## src/rtl/fetch_stage.sv

```systemverilog
// Instruction-fetch stage: owns the PC, runs req/ack fetches and fills the IF/ID register.
// Optional misaligned-redirect fault detection is enabled by defining FETCH_ALIGN_CHK_EN.
module fetch_stage #(
  parameter int unsigned      WIDTH    = 32,
  parameter logic [WIDTH-1:0] RESET_PC = '0
) (
  input  logic             clk_i,
  input  logic             rst_i,
  output logic             imem_req_o,
  output logic [WIDTH-1:0] imem_addr_o,
  input  logic             imem_ack_i,
  input  logic [WIDTH-1:0] imem_rdata_i,
  input  logic             id_stall_i,
  input  logic             redirect_i,
  input  logic [WIDTH-1:0] redirect_pc_i,
  output logic             instr_valid_o,
  output logic [WIDTH-1:0] instr_o,
  output logic [WIDTH-1:0] instr_pc_o,
  output logic [WIDTH-1:0] pc_plus4_o,
  output logic             fetch_fault_o
);

  typedef enum logic [1:0] {
    FETCH = 2'd0,
    HOLD  = 2'd1,
    DRAIN = 2'd2
  } state_e;

  localparam logic [WIDTH-1:0] ALIGN_MASK = {{(WIDTH-2){1'b1}}, 2'b00};
  localparam logic [WIDTH-1:0] FOUR       = WIDTH'(4);

  state_e           state_q, state_d;
  logic [WIDTH-1:0] pc_q, pc_d;
  logic [WIDTH-1:0] drain_addr_q, drain_addr_d;
  logic [WIDTH-1:0] instr_q, instr_d;
  logic [WIDTH-1:0] instr_pc_q, instr_pc_d;
  logic [WIDTH-1:0] skid_instr_q, skid_instr_d;
  logic [WIDTH-1:0] skid_pc_q, skid_pc_d;
  logic             valid_q, valid_d;
  logic             started_q;
  logic             fault_q;
  logic [WIDTH-1:0] redir_target;
  logic             ifid_stalled;
  logic             fetch_done;

`ifdef FETCH_ALIGN_CHK_EN
  logic fault_d;

  // Sticky until reset: a misaligned target kills all further fetching.
  assign fault_d = fault_q | (redirect_i & (redirect_pc_i[1:0] != 2'b00));

  always_ff @(posedge clk_i or posedge rst_i) begin
    if (rst_i) begin
      fault_q <= 1'b0;
    end else begin
      fault_q <= fault_d;
    end
  end
`else
  assign fault_q = 1'b0;
`endif

  assign redir_target  = redirect_pc_i & ALIGN_MASK;
  assign ifid_stalled  = valid_q & id_stall_i;
  assign imem_req_o    = started_q & (((state_q == FETCH) & ~fault_q) | (state_q == DRAIN));
  assign imem_addr_o   = (state_q == DRAIN) ? drain_addr_q : pc_q;
  assign fetch_done    = imem_req_o & imem_ack_i;

  assign instr_valid_o = valid_q;
  assign instr_o       = instr_q;
  assign instr_pc_o    = instr_pc_q;
  assign pc_plus4_o    = instr_pc_q + FOUR;
  assign fetch_fault_o = fault_q;

  always_comb begin
    state_d      = state_q;
    pc_d         = pc_q;
    drain_addr_d = drain_addr_q;
    instr_d      = instr_q;
    instr_pc_d   = instr_pc_q;
    skid_instr_d = skid_instr_q;
    skid_pc_d    = skid_pc_q;
    valid_d      = valid_q;

    if (redirect_i) begin
      valid_d = 1'b0;
      pc_d    = redir_target;
      case (state_q)
        FETCH: begin
          // An unacknowledged request must finish at its old address before the new target is fetched.
          if (imem_req_o && !imem_ack_i) begin
            state_d      = DRAIN;
            drain_addr_d = pc_q;
          end
        end
        HOLD:    state_d = FETCH;
        DRAIN:   if (fetch_done) state_d = FETCH;
        default: state_d = FETCH;
      endcase
    end else begin
      case (state_q)
        FETCH: begin
          if (fetch_done) begin
            pc_d = pc_q + FOUR;
            if (ifid_stalled) begin
              skid_instr_d = imem_rdata_i;
              skid_pc_d    = pc_q;
              state_d      = HOLD;
            end else begin
              instr_d    = imem_rdata_i;
              instr_pc_d = pc_q;
              valid_d    = 1'b1;
            end
          end else if (!id_stall_i) begin
            valid_d = 1'b0;
          end
        end
        HOLD: begin
          if (!id_stall_i) begin
            instr_d    = skid_instr_q;
            instr_pc_d = skid_pc_q;
            valid_d    = 1'b1;
            state_d    = FETCH;
          end
        end
        DRAIN: begin
          if (fetch_done) begin
            state_d = FETCH;
          end
          if (!id_stall_i) begin
            valid_d = 1'b0;
          end
        end
        default: state_d = FETCH;
      endcase
    end
  end

  // started_q delays the very first request by one cycle after reset release.
  always_ff @(posedge clk_i or posedge rst_i) begin
    if (rst_i) begin
      state_q      <= FETCH;
      pc_q         <= RESET_PC;
      drain_addr_q <= '0;
      instr_q      <= '0;
      instr_pc_q   <= '0;
      skid_instr_q <= '0;
      skid_pc_q    <= '0;
      valid_q      <= 1'b0;
      started_q    <= 1'b0;
    end else begin
      state_q      <= state_d;
      pc_q         <= pc_d;
      drain_addr_q <= drain_addr_d;
      instr_q      <= instr_d;
      instr_pc_q   <= instr_pc_d;
      skid_instr_q <= skid_instr_d;
      skid_pc_q    <= skid_pc_d;
      valid_q      <= valid_d;
      started_q    <= 1'b1;
    end
  end

endmodule
```

## config.mk

```make
export PLATFORM = sky130hd
export DESIGN_NAME = fetch_stage
export DESIGN_NICKNAME = d
export VERILOG_FILES = /design/src/rtl/fetch_stage.sv
export SDC_FILE = /design/constraint.sdc
export NUM_CORES = 1
export LEC_CHECK = 0
export ABC_AREA = 1
export CAP_MARGIN = 20
export CORE_UTILIZATION = 56
export CTS_BUF_LIST = sky130_fd_sc_hd__clkbuf_8 sky130_fd_sc_hd__clkbuf_16
export DETAILED_ROUTE_END_ITERATION = 7
export PLACE_DENSITY = 0.87
export SLEW_MARGIN = 20
export SYNTH_ARGS = -nofsm -noshare
export SYNTH_HDL_FRONTEND = slang
export SYNTH_SLANG_ARGS = --single-unit
export TNS_END_PERCENT = 30
```

## constraint.sdc

```tcl
create_clock -name clk_i -period 15.7 [get_ports clk_i]
set_input_delay 3.925 -clock clk_i [delete_from_list [all_inputs] [get_ports clk_i]]
set_output_delay 3.925 -clock clk_i [all_outputs]
set_load 0.005 [all_outputs]
```

==> reports/results.ini, run 1 <==
[outcome]
status=complete, no violations

[logic_synthesis]
yosysSeqAreaShare_pct=48.7
yosysUniqueCellTypes=41
syn_area_per_cell_sq_um=8.22
ys.flop_type=dfrtp_1
async_flop_share_pct=100
netlist_area_sq_um=9670
synth-seq-cells=188
syn_inst=1176
yosysWarnings=0
synth-edff-count=0

[floorplan]
die_area_sq_um=17800
die_h_um=133
initial_core_util_pct=57.9
die_w_um=133
std_cell_rows=47
ioPinCount=200
core_sq_um=16700

[sta]
rsz0062_at_grt=false
fin_crit_sh_pct=44.8
hold_viol=0
tightest_slew_ps=1020
setup_tns_ps=0
fin_crit_ps=7040
fin_skew_ps=10.8
holdWs_ps=481
finalMaxSlewViolations=0
slew_headroom_pct=32.1
setup_viol_count_final=0
timing.fmax_mhz=142

[routing]
via_per_inst=5.55
drt-total-wl_um=25200
drt_iter0_markers=763
drc=0
vias=8711
first_pass_iters=5
routedWlPerCell_um=16.1
detail-route-antenna-nets=0

[finish]
mostFrequentLayoutCells=365 x nand2_1, 190 x clkdlybuf4s50_1, 188 x dfrtp_1, 127 x o21ai_0, 76 x nor2_1
postLayoutCellArea_sq_um=12200
diodes=0
syn2layout_area_growth_pct=26.2
layout-drive-gt1-share_pct=6.08
nFillCells=1273
nets=1410
final_common_cell=nand2_1

[pwr]
leakage_nw=5.57
finalPower_mw=2.14
vdd_ir_drop_max_mv=0.104
powerDensity_nw_per_um2=175

[clocking]
cts_sinks=188
clock_tree.root_cell=clkbuf_16
cts_resized=0
clock_latency_ps=440
cts_buffers=17
clockBufferDepth=2
htree_levels=4
cts_setup_buffers=0
cts_tree=done
cts.reportedPaths.clkPinSlew_ps=70
cts.hold.buffers_added=0

[critical_path]
cp.arrival_ps=7360
cp-end-kind=flip-flop
critPathMaxFanout=94
critPathKind=primary input to flip-flop
required_ps=16020
crit_path_start_kind=primary input

[global_route]
grt_max_degree=98
grt_pass1_vias=8416
track_usage_pct=29.5
antenna_found_initial=0
grt_pass1_wl_um=41500
overflow=0

[worst_hold_path]
hp-class=flip-flop to flip-flop

[job]
maxCapViolCount=0

[placement]
place_area_sq_um=11600
dp_hpwl_um=17600
io_buffers=190
gp_congestion=0.976

-- critical path: stages --
cell	delay, ps
clkdlybuf4s50_1	450
buf_4	300
clkinv_1	760
nand2_4	470
inv_2	200
nand2_4	730
mux2_2	420
-- power by group --
part	internal, mW	leakage (nW)	switching, mW
registers	0.675	2.42	0.161
logic	0.440	2.84	0.408
clock network	0.245	0.307	0.209
total	1.36	5.57	0.778
-- Yosys cell counts (7+ instances only) --
master	count	area (sq um)
nand4_1	10	62.6
buf_4	7	52.6
buf_2	8	40.0
clkbuf_1	32	120
o21ai_0	127	636
o21ai_1	72	360
nand2_1	365	1370
mux2i_1	31	310
xor2_1	23	201
nor3_1	17	85.1
xnor2_1	9	78.8
mux2_2	27	304
nor2_1	76	285
buf_6	14	158
dfrtp_1	188	4700
inv_1	63	236
a21oi_1	8	40.0
nand3_1	50	250
-- path summary, 6_finish.rpt --
check                      cells past startpoint    startpoint  slack (ps)               to
setup / recovery                               7    redirect_i        8660  skid_instr_q[6]
hold / removal                                 2  skid_pc_q[9]         480     skid_pc_q[9]
setup reg to reg                              10    state_q[1]       12500   instr_pc_o[19]
hold reg to reg                                2  skid_pc_q[9]         480     skid_pc_q[9]
max in group asynchronous                      4         rst_i        9960   instr_pc_o[21]
min in group asynchronous                      2         rst_i        3850        started_q
-- registers in the layout, indices dropped and copies added (netlist names) --
register,cells
instr_o,32
skid_instr_q,32
drain_addr_q,30
instr_pc_o,30
pc_q,30
skid_pc_q,30
state_q,2
instr_valid_o,1
started_q,1
-- metrics by stage --
stage | utilization [%] | std cells | setup slack (ps)
after detailed placement | 69.3 | 1537 | 8230
after CTS | 73.0 | 1569 | 8680
after global placement | 69.3 | 1537 | 8290
after floorplan | - | 1182 | 6660
final | 73.0 | 1569 | 8660
after global routing | 73.0 | 1569 | 8490
-- cells by family (layout without fill, tap and decap cells) --
logic type                 count (synthesis)  in the layout  share of synthesized area, %
and+or+nand+nor                          533            533                          22.3
AOI/OAI and AO/OA                        223            223                          12.0
DFF                                      188            188                          48.7
buffers and inverters                    131            298                          6.55
muxes                                     62             62                          6.82
xor gates and xnor gates                  32             32                          2.90
adders and majority gates                  5              5                         0.647
other                                      2              8                        0.0777
-- routing by layer --
layer | part of all wire (%) | GRT usage (%) | vias to the layer above | wire (um)
met3 | 7.6 | 5.52 | 56 | 1910
met2 | 47 | 46.3 | 381 | 11700
met4 | 2.9 | 11.3 | 0 | 720
met5 | 0 | 0 | - | 0
li1 | - | - | 4169 | -
met1 | 43 | 40.8 | 4105 | 10800
-- area by class of cell --
type	count	area, sq um	area share (%)
flip-flops and latches	188	4700	38.6
multi-input cells	863	4370	35.8
repair buffers	197	1960	16.1
clock inverters	15	201	1.65
clock buffers	17	425	3.49
well taps	220	275	2.26
inverters	69	264	2.16
Power figures use the tool's default switching activity.
==> inputs of run 2 (changes only) <==
CORE_UTILIZATION = 47   (was 56)
PLACE_DENSITY = 0.78   (was 0.87)
clock period = 5.76 ns   (was 15.7 ns; I/O delays follow)
==> run 2 against run 1 <==
Sequential cell count unchanged. Hold slack improved by 0.60 ps. Core utilization down 12 points. Sequential power rose to 2.7 times the previous value. First-iteration DRC count decreased by 12%. Power rose to 2.7 times the previous value. Final cell count increased by 3.3%. Largest cell class unchanged.
==> reports/results.ini, run 2 (synthesis gave the netlist of run 1 again) <==
[clocking]
cts_resized=0
clockBufferDepth=2
clock_latency_ps=430
cts.hold.buffers_added=0
cts_setup_buffers=0
cts_sinks=188
clock_tree.root_cell=clkbuf_16
cts_tree=done
cts.reportedPaths.clkPinSlew_ps=70
cts_buffers=17
htree_levels=4

[sta]
fin_skew_ps=10.4
fin_crit_sh_pct=72.1
slew_headroom_pct=28.8
setup_ws_ps=1610
fin_crit_ps=4150
timing.fmax_mhz=241
setup_viol_count_final=0
tightest_slew_ps=1070
setup_tns_ps=0
hold_viol=0
rsz0062_at_grt=false
holdWs_ps=482
finalMaxSlewViolations=0

[worst_hold_path]
min_from=instr_o[29]
hp-class=flip-flop to flip-flop

[routing]
routedWlPerCell_um=15.3
via_per_inst=5.17
detail-route-antenna-nets=0
drc=0
vias=8382
first_pass_iters=5
drt-total-wl_um=24800
drt_iter0_markers=673

[placement]
gp_congestion=0.908
post-place-ws_ps=1380
dp_hpwl_um=17600
place_area_sq_um=11600
io_buffers=190
dp_cells=1588

[pwr]
powerDensity_nw_per_um2=466
vdd_ir_drop_max_mv=0.217
leakage_nw=5.55
finalPower_mw=5.70

[finish]
postLayoutCellArea_sq_um=12200
diodes=0
nets=1412
final_common_cell=nand2_1
mostFrequentLayoutCells=365 x nand2_1, 190 x clkdlybuf4s50_1, 188 x dfrtp_1, 127 x o21ai_0, 76 x nor2_1
layout-drive-gt1-share_pct=6.22
fin_util_pct=60.7
final_cells=1621
syn2layout_area_growth_pct=26.6

[global_route]
grt_max_degree=189
overflow=0
track_usage_pct=24.1
grt_pass1_vias=7853
antenna_found_initial=0
grt_pass1_wl_um=40700

[critical_path]
regToRegStartpoint=state_q[0]
cp-end-kind=output port
cp-startpoint=instr_pc_o[3]
critPathKind=flip-flop to output port
cp.arrival_ps=2710
required_ps=4320
critPathMaxFanout=5
crit_path_start_kind=flip-flop

[floorplan]
ioPinCount=200
die_w_um=145
initial_core_util_pct=47.9
die_h_um=145
die_area_sq_um=21100
std_cell_rows=52
core_sq_um=20200

[outcome]
status=complete, no violations

[job]
maxCapViolCount=0

run 2: final cells by class:
cell class | instances | area (sq um)
Clock inverter | 15 | 143
Sequential cell | 188 | 4700
Multi-Input combinational cell | 863 | 4370
Inverter | 69 | 263
Fill cell | 1826 | 7930
Tap cell | 270 | 338
Timing Repair Buffer | 199 | 2000
Clock buffer | 17 | 425
run 2: worst paths after layout:
path | to | slack [ps] | depth (start not counted)
setup / recovery | pc_plus4_o[18] | 1610 | 7
hold / removal | instr_o[29] | 480 | 2
setup reg to reg | instr_o[14] | 2690 | 10
hold reg to reg | instr_o[29] | 480 | 2
max in group asynchronous | drain_addr_q[18] | 3390 | 4
min in group asynchronous | skid_instr_q[22] | 1430 | 3
run 2: metal layers:
| layer | track usage, % | part of all wire (%) | vias up |
|---|---|---|---|
| met5 | 0 | 0 | - |
| met4 | 6.47 | 1.4 | 0 |
| met3 | 3.76 | 6.3 | 28 |
| met1 | 35.0 | 47 | 3868 |
| met2 | 37.6 | 46 | 321 |
| li1 | - | - | 4165 |
run 2: power breakdown:
part	leakage [nW]	internal (mW)	switching, mW
Combinational	2.86	1.21	1.09
Clock	0.270	0.574	0.558
Sequential	2.42	1.84	0.437
Total	5.55	3.62	2.08
run 2: critical path: stages, from the launching register on:
cell and delay (ps):
dfrtp_1 460, ha_1 250, inv_1 70, nor3_1 420
nand3_1 230, nor2_1 170, xor2_1 170, clkdlybuf4s50_1 510
